==> config.mk <==
export PLATFORM = sky130hd
export DESIGN_NAME = msg_streamer_flat
export DESIGN_NICKNAME = d
export VERILOG_FILES = /design/src/rtl/msg_streamer_if.sv /design/src/rtl/msg_streamer.sv /design/src/flat_wrapper.sv
export SDC_FILE = /design/constraint.sdc
export NUM_CORES = 1
export LEC_CHECK = 0
export ABC_AREA = 1
export CORE_MARGIN = 3
export CORE_UTILIZATION = 55
export CTS_CLUSTER_DIAMETER = 150
export DETAILED_ROUTE_END_ITERATION = 10
export GPL_TIMING_DRIVEN = 1
export PLACE_DENSITY = 0.91
export SYNTH_ARGS = -nofsm -noshare
export SYNTH_HDL_FRONTEND = slang
export SYNTH_SLANG_ARGS = --single-unit
==> constraint.sdc <==
create_clock -name clk -period 2.3 [get_ports clk]
set_clock_uncertainty 0.1 [all_clocks]
set_input_delay 0.46 -clock clk [delete_from_list [all_inputs] [get_ports clk]]
set_output_delay 0.46 -clock clk [all_outputs]
set_load 0.03 [all_outputs]
==> src/rtl/msg_streamer_if.sv <==
// Handshake bundle between a message streamer and its controller/sink.
// The slave side is the streamer; the master side issues requests and sinks characters.
interface msg_streamer_if #(
    parameter int DATA_W = 8
);
    logic              start;
    logic [1:0]        msg_sel;
    logic              loop_en;
    logic              abort;
    logic [DATA_W-1:0] out_data;
    logic              out_valid;
    logic              out_ready;
    logic              out_last;
    logic              busy;
    logic              done;
    logic              err;

    modport master (
        output start, msg_sel, loop_en, abort, out_ready,
        input  out_data, out_valid, out_last, busy, done, err
    );

    modport slave (
        input  start, msg_sel, loop_en, abort, out_ready,
        output out_data, out_valid, out_last, busy, done, err
    );
endinterface

==> src/rtl/msg_streamer.sv <==
// Streams one of a small set of fixed ASCII messages over a valid/ready link,
// optionally looping until aborted.
module msg_streamer #(
    parameter int NUM_MSG = 3,
    parameter int DATA_W  = 8,
    parameter int LEN_W   = 4
) (
    input logic           clk,
    input logic           rst,
    msg_streamer_if.slave bus
);

    typedef enum logic [1:0] {IDLE, STREAM, DONE} state_t;

    localparam logic [8*12-1:0] MSG0 = "ENGINEERING ";
    localparam logic [8*4-1:0]  MSG1 = "PASS";
    localparam logic [8*4-1:0]  MSG2 = "FAIL";
    localparam logic [8*5-1:0]  MSG3 = "ERROR";

    state_t            state;
    state_t            next_state;
    logic [LEN_W-1:0]  idx;
    logic [1:0]        msg_q;
    logic              loop_q;
    logic [DATA_W-1:0] data_q;
    logic              err_q;

    logic start_ok;
    logic start_bad;
    logic xfer;
    logic at_last;

    function automatic int msg_len(input logic [1:0] m);
        int n;
        case (m)
            2'd0:    n = 12;
            2'd1:    n = 4;
            2'd2:    n = 4;
            default: n = 5;
        endcase
        return n;
    endfunction

    // Positions past the end of a message read as NUL.
    function automatic logic [7:0] char_at(input logic [1:0] m, input logic [LEN_W-1:0] i);
        int         ii;
        logic [7:0] c;
        ii = int'(i);
        c  = 8'h00;
        case (m)
            2'd0:    if (ii < 12) c = MSG0[8*(11-ii) +: 8];
            2'd1:    if (ii < 4)  c = MSG1[8*(3-ii) +: 8];
            2'd2:    if (ii < 4)  c = MSG2[8*(3-ii) +: 8];
            default: if (ii < 5)  c = MSG3[8*(4-ii) +: 8];
        endcase
        return c;
    endfunction

    assign start_ok  = (state == IDLE) && bus.start && (int'(bus.msg_sel) < NUM_MSG);
    assign start_bad = (state == IDLE) && bus.start && (int'(bus.msg_sel) >= NUM_MSG);
    assign xfer      = (state == STREAM) && bus.out_ready;
    assign at_last   = (int'(idx) == msg_len(msg_q) - 1);

    always_ff @(posedge clk) begin
        if (rst) begin
            state <= IDLE;
        end else begin
            state <= next_state;
        end
    end

    // Abort outranks both the loop wrap and completion on the final transfer.
    always_comb begin
        next_state = state;
        case (state)
            IDLE:    if (start_ok) next_state = STREAM;
            STREAM: begin
                if (bus.abort) begin
                    next_state = IDLE;
                end else if (xfer && at_last && !loop_q) begin
                    next_state = DONE;
                end
            end
            DONE:    next_state = IDLE;
            default: next_state = IDLE;
        endcase
    end

    always_comb begin
        bus.out_valid = (state == STREAM);
        bus.out_last  = (state == STREAM) && at_last;
        bus.busy      = (state != IDLE);
        bus.done      = (state == DONE);
        bus.err       = err_q;
        bus.out_data  = data_q;
    end

    // Character register is preloaded one step ahead so each transfer exposes the next character immediately.
    always_ff @(posedge clk) begin
        if (rst) begin
            idx    <= '0;
            msg_q  <= 2'd0;
            loop_q <= 1'b0;
            data_q <= '0;
            err_q  <= 1'b0;
        end else begin
            err_q <= start_bad;
            if (start_ok) begin
                msg_q  <= bus.msg_sel;
                loop_q <= bus.loop_en;
                idx    <= '0;
                data_q <= DATA_W'(char_at(bus.msg_sel, '0));
            end else if (state == STREAM) begin
                if (bus.abort) begin
                    idx    <= '0;
                    data_q <= '0;
                end else if (xfer) begin
                    if (at_last) begin
                        idx    <= '0;
                        data_q <= loop_q ? DATA_W'(char_at(msg_q, '0)) : '0;
                    end else begin
                        idx    <= idx + LEN_W'(1);
                        data_q <= DATA_W'(char_at(msg_q, idx + LEN_W'(1)));
                    end
                end
            end
        end
    end

endmodule

==> src/flat_wrapper.sv <==
// flat-port wrapper written by rule: the top's interface ports become plain ports
module msg_streamer_flat 
#(
    parameter int NUM_MSG = 3,
    parameter int DATA_W  = 8,
    parameter int LEN_W   = 4
)
  (clk, rst, bus_start, bus_msg_sel, bus_loop_en, bus_abort, bus_out_ready, bus_out_data, bus_out_valid, bus_out_last, bus_busy, bus_done, bus_err);
  msg_streamer_if #(.DATA_W(DATA_W)) bus_i ();
  input logic clk;
  input logic rst;
  input wire logic [$bits(bus_i.start)-1:0] bus_start;
  input wire logic [$bits(bus_i.msg_sel)-1:0] bus_msg_sel;
  input wire logic [$bits(bus_i.loop_en)-1:0] bus_loop_en;
  input wire logic [$bits(bus_i.abort)-1:0] bus_abort;
  input wire logic [$bits(bus_i.out_ready)-1:0] bus_out_ready;
  output wire logic [$bits(bus_i.out_data)-1:0] bus_out_data;
  output wire logic [$bits(bus_i.out_valid)-1:0] bus_out_valid;
  output wire logic [$bits(bus_i.out_last)-1:0] bus_out_last;
  output wire logic [$bits(bus_i.busy)-1:0] bus_busy;
  output wire logic [$bits(bus_i.done)-1:0] bus_done;
  output wire logic [$bits(bus_i.err)-1:0] bus_err;
  assign bus_i.start = bus_start;
  assign bus_i.msg_sel = bus_msg_sel;
  assign bus_i.loop_en = bus_loop_en;
  assign bus_i.abort = bus_abort;
  assign bus_i.out_ready = bus_out_ready;
  assign bus_out_data = bus_i.out_data;
  assign bus_out_valid = bus_i.out_valid;
  assign bus_out_last = bus_i.out_last;
  assign bus_busy = bus_i.busy;
  assign bus_done = bus_i.done;
  assign bus_err = bus_i.err;
  msg_streamer #(.NUM_MSG(NUM_MSG), .DATA_W(DATA_W), .LEN_W(LEN_W)) u_core (.clk(clk), .rst(rst), .bus(bus_i));
endmodule
Word level (Yosys, flattened, before mapping)
Cells that the tools add are included.
{"block": "word_totals", "reg_bits": 18, "latchBits": 0, "mem_bits_rw": 0, "romBits": 0, "out_inout_bits": 13, "wordCells": 69, "n_memories": 0}
{"block": "classes", "addsub": 5, "multipliers": 0, "div_mod_pow": 0, "magnitude_cmp": 5, "eq_ne": 9, "n_shift": 4, "mux": 21, "bitwise_logic": 0, "reduce_logical": 19}
{"op": "$shiftx A96 B32 Y8 const A", "n": 1}
{"op": "$mux W8", "n": 9}
{"op": "$shiftx A32 B32 Y8 const A", "n": 2}
{"op": "$shiftx A40 B32 Y8 const A", "n": 1}
{"op": "$eq A5 B32 Y1", "n": 1}
{"op": "$pmux W8 S3", "n": 1}
{"op": "$pmux W5 S2", "n": 2}
{"op": "$mux W4", "n": 3}
{"op": "$lt A4 B3 Y1 const B", "n": 2}
{"op": "$pmux W4 S2", "n": 1}
{"op": "$logic_and A1 B1 Y1", "n": 7}
{"op": "$mux W7", "n": 1}
{"op": "$eq A2 B1 Y1 const B", "n": 3}
{"op": "$eq A2 B2 Y1 const B", "n": 3}
{"op": "$mux W2", "n": 3}
{"op": "$reduce_and A2 Y1", "n": 3}
{"op": "$reduce_bool A2 Y1", "n": 3}
{"op": "$sub A2 B4 Y5 const A", "n": 1}
{"op": "$sub A3 B4 Y5 const A", "n": 1}
{"op": "$sub A4 B1 Y5 const B", "n": 1}
{"op": "$sub A4 B4 Y5 const A", "n": 1}
{"op": "$add A4 B1 Y4 const B", "n": 1}
{"op": "$logic_not A2 Y1", "n": 2}
{"op": "$lt A4 B4 Y1 const B", "n": 1}
{"op": "other kinds (8)", "n": 9}

Longest topological paths before layout
{"block": "depth", "word_depth": 10, "mapped_depth": 17, "mapped_depth_nobuf": 17}

Least setup slack after synthesis
No wires, ideal clock.
{"block": "synth_timing", "path_type": "register to register", "start": "reg u_core.idx[1]", "end": "reg u_core.data_q[1] (netlist: u_core.bus.out_data[1])", "t_arrival_ns": 1.901, "setup_slack_ns": 0.166, "path_stages_with_launch": 18, "synth_period_minus_slack_ns": 2.134, "path_cell_list": "dfxtp_1 -> ha_1 -> inv_2 -> nand2_4 -> nand2_4 -> ha_1 -> inv_1 -> nand3_1 -> nand2_1 -> clkinv_1 -> nand3_1 -> nand2_1 -> inv_1 -> nand2_1 -> nand2_1 -> nand2_1 -> nand2_1 -> a21oi_2"}
{"block": "synth_via", "elab_chain_cells": 10}
{"element": "start, declared", "line": "msg_streamer.sv:22", "text": "logic [LEN_W-1:0] idx;"}
{"element": "start signal, assigned", "line": "msg_streamer.sv:122", "text": "idx <= idx + LEN_W'(1);"}
{"element": "$add A4 B1 Y4", "line": "msg_streamer.sv:123", "text": "data_q <= DATA_W'(char_at(msg_q, idx + LEN_W'(1)));"}
{"element": "$sub A4 B4 Y5 (tied with other cells)", "line": "msg_streamer.sv:51", "text": "2'd0: if (ii < 12) c = MSG0[8*(11-ii) +: 8];"}
{"element": "$shiftx A96 B32 Y8 (tied with other cells)", "line": "msg_streamer.sv:51"}
{"element": "$mux W8 (on tied branches)"}
{"element": "$pmux W8 S3", "line": "msg_streamer.sv:50", "text": "case (m)"}
{"element": "$mux W8 (*)", "line": "msg_streamer.sv:118", "text": "if (at_last) begin"}
{"element": "$mux W8 (*)", "line": "msg_streamer.sv:117", "text": "end else if (xfer) begin"}
{"element": "$mux W8 (*)", "line": "msg_streamer.sv:114", "text": "if (bus.abort) begin"}
{"element": "$mux W8 (*)", "line": "msg_streamer.sv:113", "text": "end else if (state == STREAM) begin"}
{"element": "$mux W8 (*)", "line": "msg_streamer.sv:108", "text": "if (start_ok) begin"}
{"element": "end signal, assigned", "line": "msg_streamer.sv:112", "text": "data_q <= DATA_W'(char_at(bus.msg_sel, '0));"}
{"element": "end signal, assigned", "line": "msg_streamer.sv:120", "text": "data_q <= loop_q ? DATA_W'(char_at(msg_q, '0)) : '0;"}
{"element": "end signal, assigned", "line": "msg_streamer.sv:123"}
{"element": "end, declared", "line": "msg_streamer.sv:25", "text": "logic [DATA_W-1:0] data_q;"}
Mark *: on every way between the ends. The rest lies on a longest branch, timed or not. The select of a mux whose other input is x is not followed.
A chain may end at the register's enable or synchronous reset.

Final worst setup path
{"block": "layout_timing", "start": "reg u_core.idx[1]", "end": "reg u_core.data_q[4] (netlist: u_core.bus.out_data[4])"}
The elaborated chain is that of the path after synthesis.

==> summary.md <==
| Metric | Value |
|---|---|
| Site row count | `18` |
| Maximum clock path buffer count | `2` |
| Worst path required time | `between 2 and 2.5 ns` |
| Sequential element share of the synthesized area | `between 20% and 30%` |
| Clock insertion delay at the later pin of the skew report | `between 0.3 and 0.4 ns` |
| Crit path launch type | `flip-flop` |
| Via/cell ratio | `approximately 5.7` |
| GRT Total Usage | `between 20% and 30%` |
| Hold wc startpoint | `u_core.bus.out_data[3]` |
| Top-level port count | `21` |
| F_max | `about 0.46 GHz` |
| Initial Utilization | `61.0%` |
| Global routing's busiest layer | `met2` |
| Routed len/inst | `13.7 um` |
| Kind of critical path | `flip-flop to flip-flop` |
| Maximum vdd drop | `about 0.00050 V` |
| GRT met3 Usage | `4.54%` |
| Crit. End Element | `flip-flop` |
| Final wirelength | `approximately 4400 um` |
| Hold Path Class | `flip-flop to flip-flop` |
| CTS tree | `done` |
| Residual DRC | `0` |
| Number of setup violations in the final report | `0` |
| RSZ-0062 raised after global routing | `no` |
| Pwr/cell area | `378 nW/um^2` |
| Clock Pin Slew Worst Setup and Hold Paths | `0.11 ns` |
| Area Growth Syn to Fin | `23.2%` |
| Yosys synthesis warning count | `0` |
| Netlist Area Pre-Place | `between 1500 and 2000 sq um` |
| Mapped Cells | `255` |
| Max-cap viol count | `0` |
| Setup_tns | `0 ns` |
| Fraction of layout cells with a size suffix above 1 | `19.7%` |
| Core ar. | `~2600 sq um` |
| Cell accounting for the most synthesized area | `dfxtp_1` |
| Die height | `between 50 and 60 um` |
| Ant diodes | `0` |
| Nets | `312` |
| Status | `finished, final reports clean` |
| HPWL Detailed | `between 3000 and 4000 um` |
| Crit share post-route | `between 90% and 100%` |
| CP Launch Point | `u_core.idx[1]` |
| Yosys top cell area share | `around a fifth` |
| DIE AREA | `approximately 3600 sq um` |
| Grt met1 use | `34.9%` |
| Placer Congestion | `between 0.9 and 1` |
| Vias in the first global route | `1652` |
| Post-synthesis register bit count | `17` |
| WP data arrival | `roughly 2.3 ns` |
| Die Width | `59.8 um` |
| Met2 Use GR | `between 40% and 50%` |
| DR iter-0 viols | `180` |
| Critical path fanouts, max | `6` |
| Global-route wire length before repair | `7150 um` |
| Period minus WS final | `2.16 ns` |
| Clock root cell | `clkbuf_4` |
| Sink Count | `17` |
| Post-Layout Cell Count | `between 300 and 400` |
| Worst hold slack | `between 0.3 and 0.4 ns` |
| H-tree lvl count | `1` |
| Post-route antenna net violation count | `0` |
| R2r startpoint | `u_core.idx[1]` |
| 1st-pass router iterations | `5` |
| Initial antenna violation count | `0` |
| P_leak | `0.955 nW` |
| Post-Syn Nets | `277` |
| Routed vias | `roughly 1800` |
| Num CTS Buffers | `3` |
| Cell count after placement | `approximately 320` |
| Post-synthesis cell type count | `29` |
| Final hold viol count | `0` |
| Slew Limit Fails | `0` |
| Area contributors post-synth | `dfxtp_1 21%, nand2_1 16%, ha_1 11%, inv_1 7.3%, nand3_1 6.9%` |
| Syn_area_per_cell | `between 6 and 7 sq um` |
| GRT overflow | `0` |
| I/O Buffers | `19` |
| Largest net degree at the start of global routing | `11` |
| # fillers | `205` |
power by group:
group          switching, mW  leakage, nW  internal [mW]  total [mW]
Sequential           0.00961        0.141          0.308       0.317
Combinational          0.152        0.796         0.0986       0.251
Clock                  0.109       0.0177         0.0651       0.174
Total                  0.271        0.955          0.472       0.742
worst paths after layout:
path | to | slack [ns] | cells after the start
hold / removal | u_core.bus.out_data[3] | 0.38 | 2
setup reg to reg | u_core.bus.out_data[4] | 0.14 | 13
hold reg to reg | u_core.bus.out_data[3] | 0.38 | 2
setup / recovery | u_core.bus.out_data[4] | 0.14 | 13
cells by family (layout without fill, tap and decap cells):
family,count (synthesis),in the layout,synth area share (%)
flops,17,17,21.4
other cells,1,1,0.235
buf+inv,49,83,12.4
fa+ha+maj,14,14,11.0
xor+xnor,1,1,0.550
simple gates,131,131,38.9
compound gates,42,42,15.5
sequential cells by signal (all words and copies together), names as in the netlist:
name and count:
u_core.bus.out_data 7, u_core.msg_q 2, u_core.loop_q 1, u_core.bus.err 1, u_core.idx 4, u_core.state 2
per-layer routing:
layer,up-vias,share of wire (%)
li1,886,-
met1,821,42
met2,94,48
met3,9,8.5
met4,0,1.5
met5,-,0
per-stage QoR:
step                      cell area (sq um)  setup WS (ns)  util, %  power (mW)
after CTS                              1940         0.0427     74.3       0.736
after floorplan                        1590          0.166        -       0.484
after detailed placement               1910        -0.0334     73.1       0.569
final                                  1960          0.136     75.1       0.742
after global routing                   1960       0.000835     75.1       0.781
after global placement                 1910         0.0499     73.1       0.560
synth_stat cells:
library cell,count
o21ai_0,10
a21oi_2,4
inv_2,7
buf_2,2
a21oi_1,17
nor2_1,16
xnor2_1,1
nand3_1,22
a32o_1,3
a211oi_1,1
inv_1,31
nand3_2,1
clkbuf_1,1
conb_1,1
nand2_1,67
clkinv_1,5
nor3_1,2
o21ai_2,1
nand4_1,5
buf_4,3
nor2_2,3
nand2_4,6
nand2_2,5
ha_1,14
dfxtp_1,17
o21ai_1,5
nor4_1,3
o22ai_1,1
nor2_4,1
critical path, cell delays in order, from the launching register on:
cell	delay, ns
dfxtp_4	0.40
ha_4	0.17
inv_2	0.07
nand2_4	0.08
nand2_4	0.05
ha_1	0.34
inv_2	0.08
nor4_1	0.38
a21oi_1	0.13
nand2_1	0.09
nand2_1	0.05
nand2_1	0.05
nand2_1	0.04
a21oi_1	0.10
cells in the final DEF (no fill, tap or decap), drive strengths merged, types with 2 or more instances in the layout:
cell type | synthesis | layout
ha | 14 | 14
nor2 | 20 | 20
nand4 | 5 | 5
clkdlybuf4s50 | 0 | 18
nand3 | 23 | 23
buf | 5 | 18
dfxtp | 17 | 17
nor4 | 3 | 3
nand2 | 78 | 78
nor3 | 2 | 2
clkbuf | 1 | 3
a32o | 3 | 3
o21ai | 16 | 16
a21oi | 21 | 21
clkinv | 5 | 6
inv | 38 | 38
repair_timing:
item	4_1_cts	5_1_grt
pin swaps	0	0
hold buffers	0	0
setup buffers	0	0
gates resized for setup	2	8
endpoints found under the hold margin	0	0
endpoints found under the setup margin	3	8
final cells by class:
cell class	count	area [sq um]	area share, %
multi-input combinational	189	1070	54.6
tap	30	37.5	1.91
clock buffer	3	22.5	1.15
timing repair buffer	36	315	16.1
inverter	43	161	8.22
sequential	17	350	17.8
clock inverter	1	5.00	0.255
Power figures use the tool's default switching activity.
